<file path="config.mk">
export PLATFORM = sky130hd
export DESIGN_NAME = pdm_capture_pipeline
export DESIGN_NICKNAME = d
export VERILOG_FILES = /design/src/rtl/pdm_capture_pipeline.sv
export SDC_FILE = /design/constraint.sdc
export NUM_CORES = 2
export LEC_CHECK = 0
export CAP_MARGIN = 20
export CORE_ASPECT_RATIO = 1.4
export CORE_MARGIN = 3
export CORE_UTILIZATION = 40
export CTS_CLUSTER_DIAMETER = 30
export DETAILED_ROUTE_END_ITERATION = 8
export PLACE_DENSITY = 0.63
export SLEW_MARGIN = 20
export SYNTH_ARGS = -nofsm -noshare
export SYNTH_HDL_FRONTEND = slang
export SYNTH_SLANG_ARGS = --single-unit
</file>
<file path="constraint.sdc">
create_clock -name clk_i -period 7.8 [get_ports clk_i]
set_input_delay 1.95 -clock clk_i [delete_from_list [all_inputs] [get_ports clk_i]]
set_output_delay 1.95 -clock clk_i [all_outputs]
set_load 0.1 [all_outputs]
</file>
<file path="src/rtl/pdm_capture_pipeline.sv">
// Multi-channel PDM-to-PCM capture: per-channel CIC decimator, shift normalisation,
// Q1.15 gain with saturation, and a first-word-fall-through output FIFO.
module pdm_capture_pipeline #(
  parameter int CHANNELS   = 2,
  parameter int CIC_ORDER  = 3,
  parameter int CIC_DELAY  = 1,
  parameter int ACC_WIDTH  = 32,
  parameter int PCM_WIDTH  = 16,
  parameter int FIFO_DEPTH = 8,
  localparam int CH_W  = (CHANNELS > 1) ? $clog2(CHANNELS) : 1,
  localparam int CNT_W = $clog2(FIFO_DEPTH) + 1
) (
  input  logic                 clk_i,
  input  logic                 rst_n_i,
  input  logic                 clk_en_i,
  input  logic                 pdm_i,
  input  logic                 pdm_valid_i,
  input  logic [CH_W-1:0]      pdm_channel_i,
  input  logic [6:0]           decimation_i,
  input  logic [4:0]           norm_shift_i,
  input  logic [15:0]          gain_i,
  output logic [PCM_WIDTH-1:0] pcm_o,
  output logic [CH_W-1:0]      pcm_channel_o,
  output logic                 pcm_valid_o,
  input  logic                 pcm_ready_i,
  output logic [CNT_W-1:0]     fifo_count_o,
  output logic                 overflow_o,
  input  logic                 clear_overflow_i
);

  localparam int AW     = CNT_W - 1;
  localparam int PROD_W = PCM_WIDTH + 16;
  localparam logic signed [PCM_WIDTH-1:0] P_MAX = {1'b0, {(PCM_WIDTH-1){1'b1}}};
  localparam logic signed [PCM_WIDTH-1:0] P_MIN = {1'b1, {(PCM_WIDTH-1){1'b0}}};
  localparam logic signed [ACC_WIDTH-1:0] S_MAX = ACC_WIDTH'(P_MAX);
  localparam logic signed [ACC_WIDTH-1:0] S_MIN = ACC_WIDTH'(P_MIN);
  localparam logic signed [PROD_W-1:0]    G_MAX = PROD_W'(P_MAX);
  localparam logic signed [PROD_W-1:0]    G_MIN = PROD_W'(P_MIN);
  localparam logic signed [PROD_W-1:0]    RND   = PROD_W'(16384);

  // Per-channel filter state; channels are selected by tag compare so no state is shared.
  logic [CIC_ORDER-1:0][ACC_WIDTH-1:0]                r_integ [CHANNELS];
  logic [6:0]                                         r_cnt   [CHANNELS];
  logic [CIC_ORDER-1:0][CIC_DELAY-1:0][ACC_WIDTH-1:0] r_hist  [CHANNELS];

  logic                        r_s1_valid, r_s2_valid, r_s3_valid, r_s4_valid;
  logic [ACC_WIDTH-1:0]        r_s1_data, r_s2_data;
  logic signed [PCM_WIDTH-1:0] r_s3_data, r_s4_data;
  logic [CH_W-1:0]             r_s1_ch, r_s2_ch, r_s3_ch, r_s4_ch;

  logic                                w_hit, w_dec_done;
  logic [6:0]                          w_cnt_cur, w_r;
  logic [CIC_ORDER-1:0][ACC_WIDTH-1:0] w_integ_cur, w_integ_nxt;

  always_comb begin
    w_hit       = 1'b0;
    w_integ_cur = '0;
    w_cnt_cur   = '0;
    for (int c = 0; c < CHANNELS; c++) begin
      if (pdm_channel_i == CH_W'(c)) begin
        w_hit       = pdm_valid_i & clk_en_i;
        w_integ_cur = r_integ[c];
        w_cnt_cur   = r_cnt[c];
      end
    end
    w_integ_nxt[0] = w_integ_cur[0] + (pdm_i ? ACC_WIDTH'(1) : {ACC_WIDTH{1'b1}});
    for (int k = 1; k < CIC_ORDER; k++) begin
      w_integ_nxt[k] = w_integ_cur[k] + w_integ_nxt[k-1];
    end
    w_r        = (decimation_i < 7'd2) ? 7'd2 : decimation_i;
    w_dec_done = (w_cnt_cur >= w_r - 7'd1);
  end

  always_ff @(posedge clk_i or negedge rst_n_i) begin
    if (!rst_n_i) begin
      for (int c = 0; c < CHANNELS; c++) begin
        r_integ[c] <= '0;
        r_cnt[c]   <= '0;
      end
      r_s1_valid <= 1'b0;
      r_s1_data  <= '0;
      r_s1_ch    <= '0;
    end else if (!clk_en_i) begin
      for (int c = 0; c < CHANNELS; c++) begin
        r_integ[c] <= '0;
        r_cnt[c]   <= '0;
      end
      r_s1_valid <= 1'b0;
    end else begin
      r_s1_valid <= w_hit & w_dec_done;
      if (w_hit & w_dec_done) begin
        r_s1_data <= w_integ_nxt[CIC_ORDER-1];
        r_s1_ch   <= pdm_channel_i;
      end
      for (int c = 0; c < CHANNELS; c++) begin
        if (w_hit && (pdm_channel_i == CH_W'(c))) begin
          r_integ[c] <= w_integ_nxt;
          r_cnt[c]   <= w_dec_done ? 7'd0 : w_cnt_cur + 7'd1;
        end
      end
    end
  end

  logic [CIC_ORDER-1:0][CIC_DELAY-1:0][ACC_WIDTH-1:0] w_hist_cur;
  logic [CIC_ORDER-1:0][ACC_WIDTH-1:0]                w_comb_in;
  logic [ACC_WIDTH-1:0]                               w_comb_v;

  always_comb begin
    w_hist_cur = '0;
    for (int c = 0; c < CHANNELS; c++) begin
      if (r_s1_ch == CH_W'(c)) w_hist_cur = r_hist[c];
    end
    w_comb_v = r_s1_data;
    for (int k = 0; k < CIC_ORDER; k++) begin
      w_comb_in[k] = w_comb_v;
      w_comb_v     = w_comb_v - w_hist_cur[k][CIC_DELAY-1];
    end
  end

  always_ff @(posedge clk_i or negedge rst_n_i) begin
    if (!rst_n_i) begin
      for (int c = 0; c < CHANNELS; c++) r_hist[c] <= '0;
      r_s2_valid <= 1'b0;
      r_s2_data  <= '0;
      r_s2_ch    <= '0;
    end else if (!clk_en_i) begin
      for (int c = 0; c < CHANNELS; c++) r_hist[c] <= '0;
      r_s2_valid <= 1'b0;
    end else begin
      r_s2_valid <= r_s1_valid;
      if (r_s1_valid) begin
        r_s2_data <= w_comb_v;
        r_s2_ch   <= r_s1_ch;
        for (int c = 0; c < CHANNELS; c++) begin
          if (r_s1_ch == CH_W'(c)) begin
            for (int k = 0; k < CIC_ORDER; k++) begin
              r_hist[c][k][0] <= w_comb_in[k];
              for (int j = 1; j < CIC_DELAY; j++) r_hist[c][k][j] <= r_hist[c][k][j-1];
            end
          end
        end
      end
    end
  end

  logic signed [ACC_WIDTH-1:0] w_shifted;
  logic signed [PCM_WIDTH-1:0] w_norm, w_gained;
  logic signed [PROD_W-1:0]    w_prod, w_round;

  always_comb begin
    w_shifted = $signed(r_s2_data) >>> norm_shift_i;
    if (w_shifted > S_MAX)      w_norm = P_MAX;
    else if (w_shifted < S_MIN) w_norm = P_MIN;
    else                        w_norm = w_shifted[PCM_WIDTH-1:0];
    // Round half up in Q1.15, then clamp (only -1.0 * most-negative can exceed range).
    w_prod  = r_s3_data * $signed(gain_i);
    w_round = (w_prod + RND) >>> 15;
    if (w_round > G_MAX)      w_gained = P_MAX;
    else if (w_round < G_MIN) w_gained = P_MIN;
    else                      w_gained = w_round[PCM_WIDTH-1:0];
  end

  always_ff @(posedge clk_i or negedge rst_n_i) begin
    if (!rst_n_i) begin
      r_s3_valid <= 1'b0;
      r_s3_data  <= '0;
      r_s3_ch    <= '0;
      r_s4_valid <= 1'b0;
      r_s4_data  <= '0;
      r_s4_ch    <= '0;
    end else if (!clk_en_i) begin
      r_s3_valid <= 1'b0;
      r_s4_valid <= 1'b0;
    end else begin
      r_s3_valid <= r_s2_valid;
      r_s4_valid <= r_s3_valid;
      if (r_s2_valid) begin
        r_s3_data <= w_norm;
        r_s3_ch   <= r_s2_ch;
      end
      if (r_s3_valid) begin
        r_s4_data <= w_gained;
        r_s4_ch   <= r_s3_ch;
      end
    end
  end

  // Handshake: pcm_valid_o is high whenever the FIFO holds a sample; the head is consumed
  // on any rising clock edge where pcm_valid_o && pcm_ready_i. Data stays stable until then.
  logic [PCM_WIDTH-1:0] r_mem    [FIFO_DEPTH];
  logic [CH_W-1:0]      r_mem_ch [FIFO_DEPTH];
  logic [AW:0]          r_wr, r_rd;
  logic                 r_overflow;
  logic [CNT_W-1:0]     w_count;
  logic                 w_empty, w_full, w_pop, w_push, w_drop;

  always_comb begin
    w_count = r_wr - r_rd;
    w_empty = (w_count == '0);
    w_full  = (w_count == CNT_W'(FIFO_DEPTH));
    w_pop   = !w_empty && pcm_ready_i;
    w_push  = r_s4_valid && (!w_full || w_pop);
    w_drop  = r_s4_valid && w_full && !w_pop;
  end

  always_ff @(posedge clk_i) begin
    if (w_push) begin
      r_mem[r_wr[AW-1:0]]    <= r_s4_data;
      r_mem_ch[r_wr[AW-1:0]] <= r_s4_ch;
    end
  end

  always_ff @(posedge clk_i or negedge rst_n_i) begin
    if (!rst_n_i) begin
      r_wr       <= '0;
      r_rd       <= '0;
      r_overflow <= 1'b0;
    end else begin
      if (w_push) r_wr <= r_wr + 1'b1;
      if (w_pop)  r_rd <= r_rd + 1'b1;
      if (w_drop)                r_overflow <= 1'b1;
      else if (clear_overflow_i) r_overflow <= 1'b0;
    end
  end

  assign pcm_valid_o   = !w_empty;
  assign pcm_o         = w_empty ? '0 : r_mem[r_rd[AW-1:0]];
  assign pcm_channel_o = w_empty ? '0 : r_mem_ch[r_rd[AW-1:0]];
  assign fifo_count_o  = w_count;
  assign overflow_o    = r_overflow;

endmodule

</file>
==> impl_metrics.tcl <==
set metrics [dict create \
    status "complete, no violations" \
    clock_latency_ns 0.74 \
    setup_viol 0 \
    drt_iter0_drc 1628 \
    gp_congestion 0.900 \
    synth.avg_cell_area_um2 9.88 \
    grt_max_degree 190 \
    dieArea_um2 122000 \
    area_growth_pct 21.1 \
    drive_gt1_share_pct 18.6 \
    r2r_start "r_s1_ch" \
    grt_overflow 0 \
    worst_setup_path_start_kind "primary input" \
    drt_drc_violations_left 0 \
    utilization_pct 48.9 \
    crit_path_start "gain_i[7]" \
    antenna_found_initial 1 \
    cts_root_buf "clkbuf_16" \
    rows 148 \
    yosys.area.top_type "dfrtp_1" \
    drv_cap 0 \
    dr.pass1.iters 6 \
    min_from "r_hist[0]" \
    vias 36400 \
    layout_worst_path_cycle_share_pct 97.0 \
    synthesis.nets 5339 \
    nNetsFinal 5742 \
    hold_violations 0 \
    syn_area_um2 47000 \
    min_path_type "flop to flop" \
    yosys-top-cells-count "nand2_1 (642), dfrtp_1 (511), inv_1 (401), a21oi_1 (372), ha_1 (276)" \
    ios 59 \
    ant_nets 0 \
    path_clk_slew_ns 0.05 \
    grt_first_pass_wirelength_um 197000 \
    synth_cell_types 81 \
    critPathKind "primary input to flop" \
    synth_edf_count 136 \
    fin_skew_ns 0.0539 \
    worstMarginPinSlew_ns 1.09 \
    coreArea_um2 116000 \
    power.total_mw 20.4 \
    track_usage_pct 20.0 \
    critical_path.max_fanout 9 \
    worstPathRequired_ns 8.38 \
    reg2reg_slack_ns 0.55 \
    ys_warn_count 0 \
    arrival_ns 8.15 \
    routed_via_density 5.38 \
    yosysMostFrequentCell "nand2_1" \
    fp.dieH_um 412 \
    initial_core_util_pct 40.4 \
    slew_headroom_pct 27.4 \
    synth_seq_cells 647 \
    wl_per_cell_um 17.8 \
    cts.sinks 647 \
    ys_seq_area_share_pct 35.9 \
    synth_top_cell_area_share_pct 27.2 \
    hpwl_um 85600 \
    max_freq_mhz 132 \
    cts_made_buffers 120 \
    async_flop_share_pct 79.0 \
    slew_viol_final 0 \
    grt_pass1_vias 38800 \
    synthTopCellsByArea "dfrtp_1 (27%), fa_1 (11%), edfxtp_1 (8.7%)" \
    port_buffers 58 \
    clockBufferDepth 3 \
    critPathCaptureType "flop" \
    cts_tree "done" \
    ir_worst_vdd_uv 261 \
    period_minus_slack_ns 7.56 \
    p_leak_nw 27.3 \
    h-tree-depth 3 \
    synth_ff_type "dfrtp_1" \
    power_density_nw_per_um2 358 \
    routed_wl_um 120000 \
    cts-hold-fix-buffers 0 \
    die_w_um 296 \
    synth_cells 4758 \
]
[routing by layer]
| layer | wire length, um | global-route usage, % |
|---|---|---|
| met5 | 0 | 0 |
| met4 | 5050 | 9.07 |
| met3 | 3910 | 2.63 |
| met2 | 66700 | 39.2 |
| met1 | 44800 | 20.9 |
[cells by family after synthesis]
kind of cell	Yosys count	synth area share [%]
compound gates	1134	15.6
xor+xnor	208	3.93
fa+ha+maj	545	18.8
buf+inv	635	5.11
flops	647	35.9
mux	318	8.51
simple gates	1271	12.2
[registers in the layout, indices dropped and copies added, names as in the netlist, 4 cells and up]
register	count
r_hist	192
r_integ	192
r_mem	128
r_s1_data	32
r_s2_data	32
r_s3_data	16
r_s4_data	16
r_cnt	14
r_mem_ch	8
r_rd	4
r_wr	4
[path summary, 6_finish.rpt]
check                                end  depth (start not counted)
hold reg to reg                r_hist[0]                          2
min in group asynchronous   r_integ[155]                          1
hold / removal                 r_hist[0]                          2
setup reg to reg           r_s2_data[31]                         33
max in group asynchronous     r_hist[70]                          3
setup / recovery           r_s4_data[11]                         26
[cells in the final DEF (no fill, tap or decap), types with 52 or more instances in the layout]
cell type / instances
inv_1: 396
buf_4: 433
ha_1: 269
clkbuf_16: 120
xor2_1: 62
nor2_1: 213
mux4_2: 52
nand3_1: 69
mux2_2: 129
o21ai_0: 214
a22o_1: 155
and2_1: 127
a21o_1: 95
xnor2_1: 137
a211oi_1: 55
edfxtp_1: 136
fa_1: 260
dfrtp_1: 509
mux2i_1: 131
a21oi_1: 354
nand2_1: 636
[report_power, final]
part | total (mW) | switching [mW] | internal, mW
registers | 3.94 | 0.233 | 3.71
clock network | 5.28 | 1.96 | 3.32
logic | 11.2 | 6.39 | 4.77
[worst max-delay path, cell delays in order]
cell and delay (ns):
clkdlybuf4s50_1 0.48, buf_6 0.14, buf_4 0.14, nand2_1 0.07
fa_1 0.55, inv_1 0.05, fa_1 0.53, fa_1 0.45
fa_1 0.51, fa_1 0.52, inv_1 0.06, fa_1 0.51
inv_2 0.05, ha_4 0.26, nand4_1 0.17, nor2_1 0.17
a211oi_2 0.05, o22ai_1 0.19, a21oi_2 0.09, buf_4 0.17
buf_4 0.15, o21ai_1 0.17, a21oi_1 0.10, xnor2_1 0.27
a21oi_1 0.11, o31ai_1 0.23
[timing repair]
item	4_1_cts	5_1_grt
setup endpoints to repair	42	60
pin swaps	0	56
cloned	0	2
gates resized for setup	8	88
setup buffers	2	12
[through the flow]
| step | setup WS [ns] | instance area, um2 | cells | hold WS [ns] | setup TNS, ns |
|---|---|---|---|---|---|
| floorplan | -0.423 | 47300 | 4758 | 0.442 | -2.69 |
| global placement | -1.09 | 52300 | 6522 | 0.457 | -49.46 |
| detailed placement | -1.16 | 52300 | 6522 | 0.465 | -54.85 |
| CTS | 0.00991 | 56500 | 6749 | 0.476 | 0 |
| global route | -0.0219 | 56900 | 6765 | 0.489 | -0.0656 |
| finish | 0.237 | 56900 | 6765 | 0.474 | 0 |
[cell type report]
cell class                 count  area [um2]
antenna                        1        2.50
clock buffer                 141        3180
clock inverter                84        1020
fill                       10700       59500
inverter                     406        1530
multi-input combinational   3476       28300
sequential                   647       16900
tap                         1500        1880
timing repair buffer         510        4150
(Power assumes the default switching activity.)
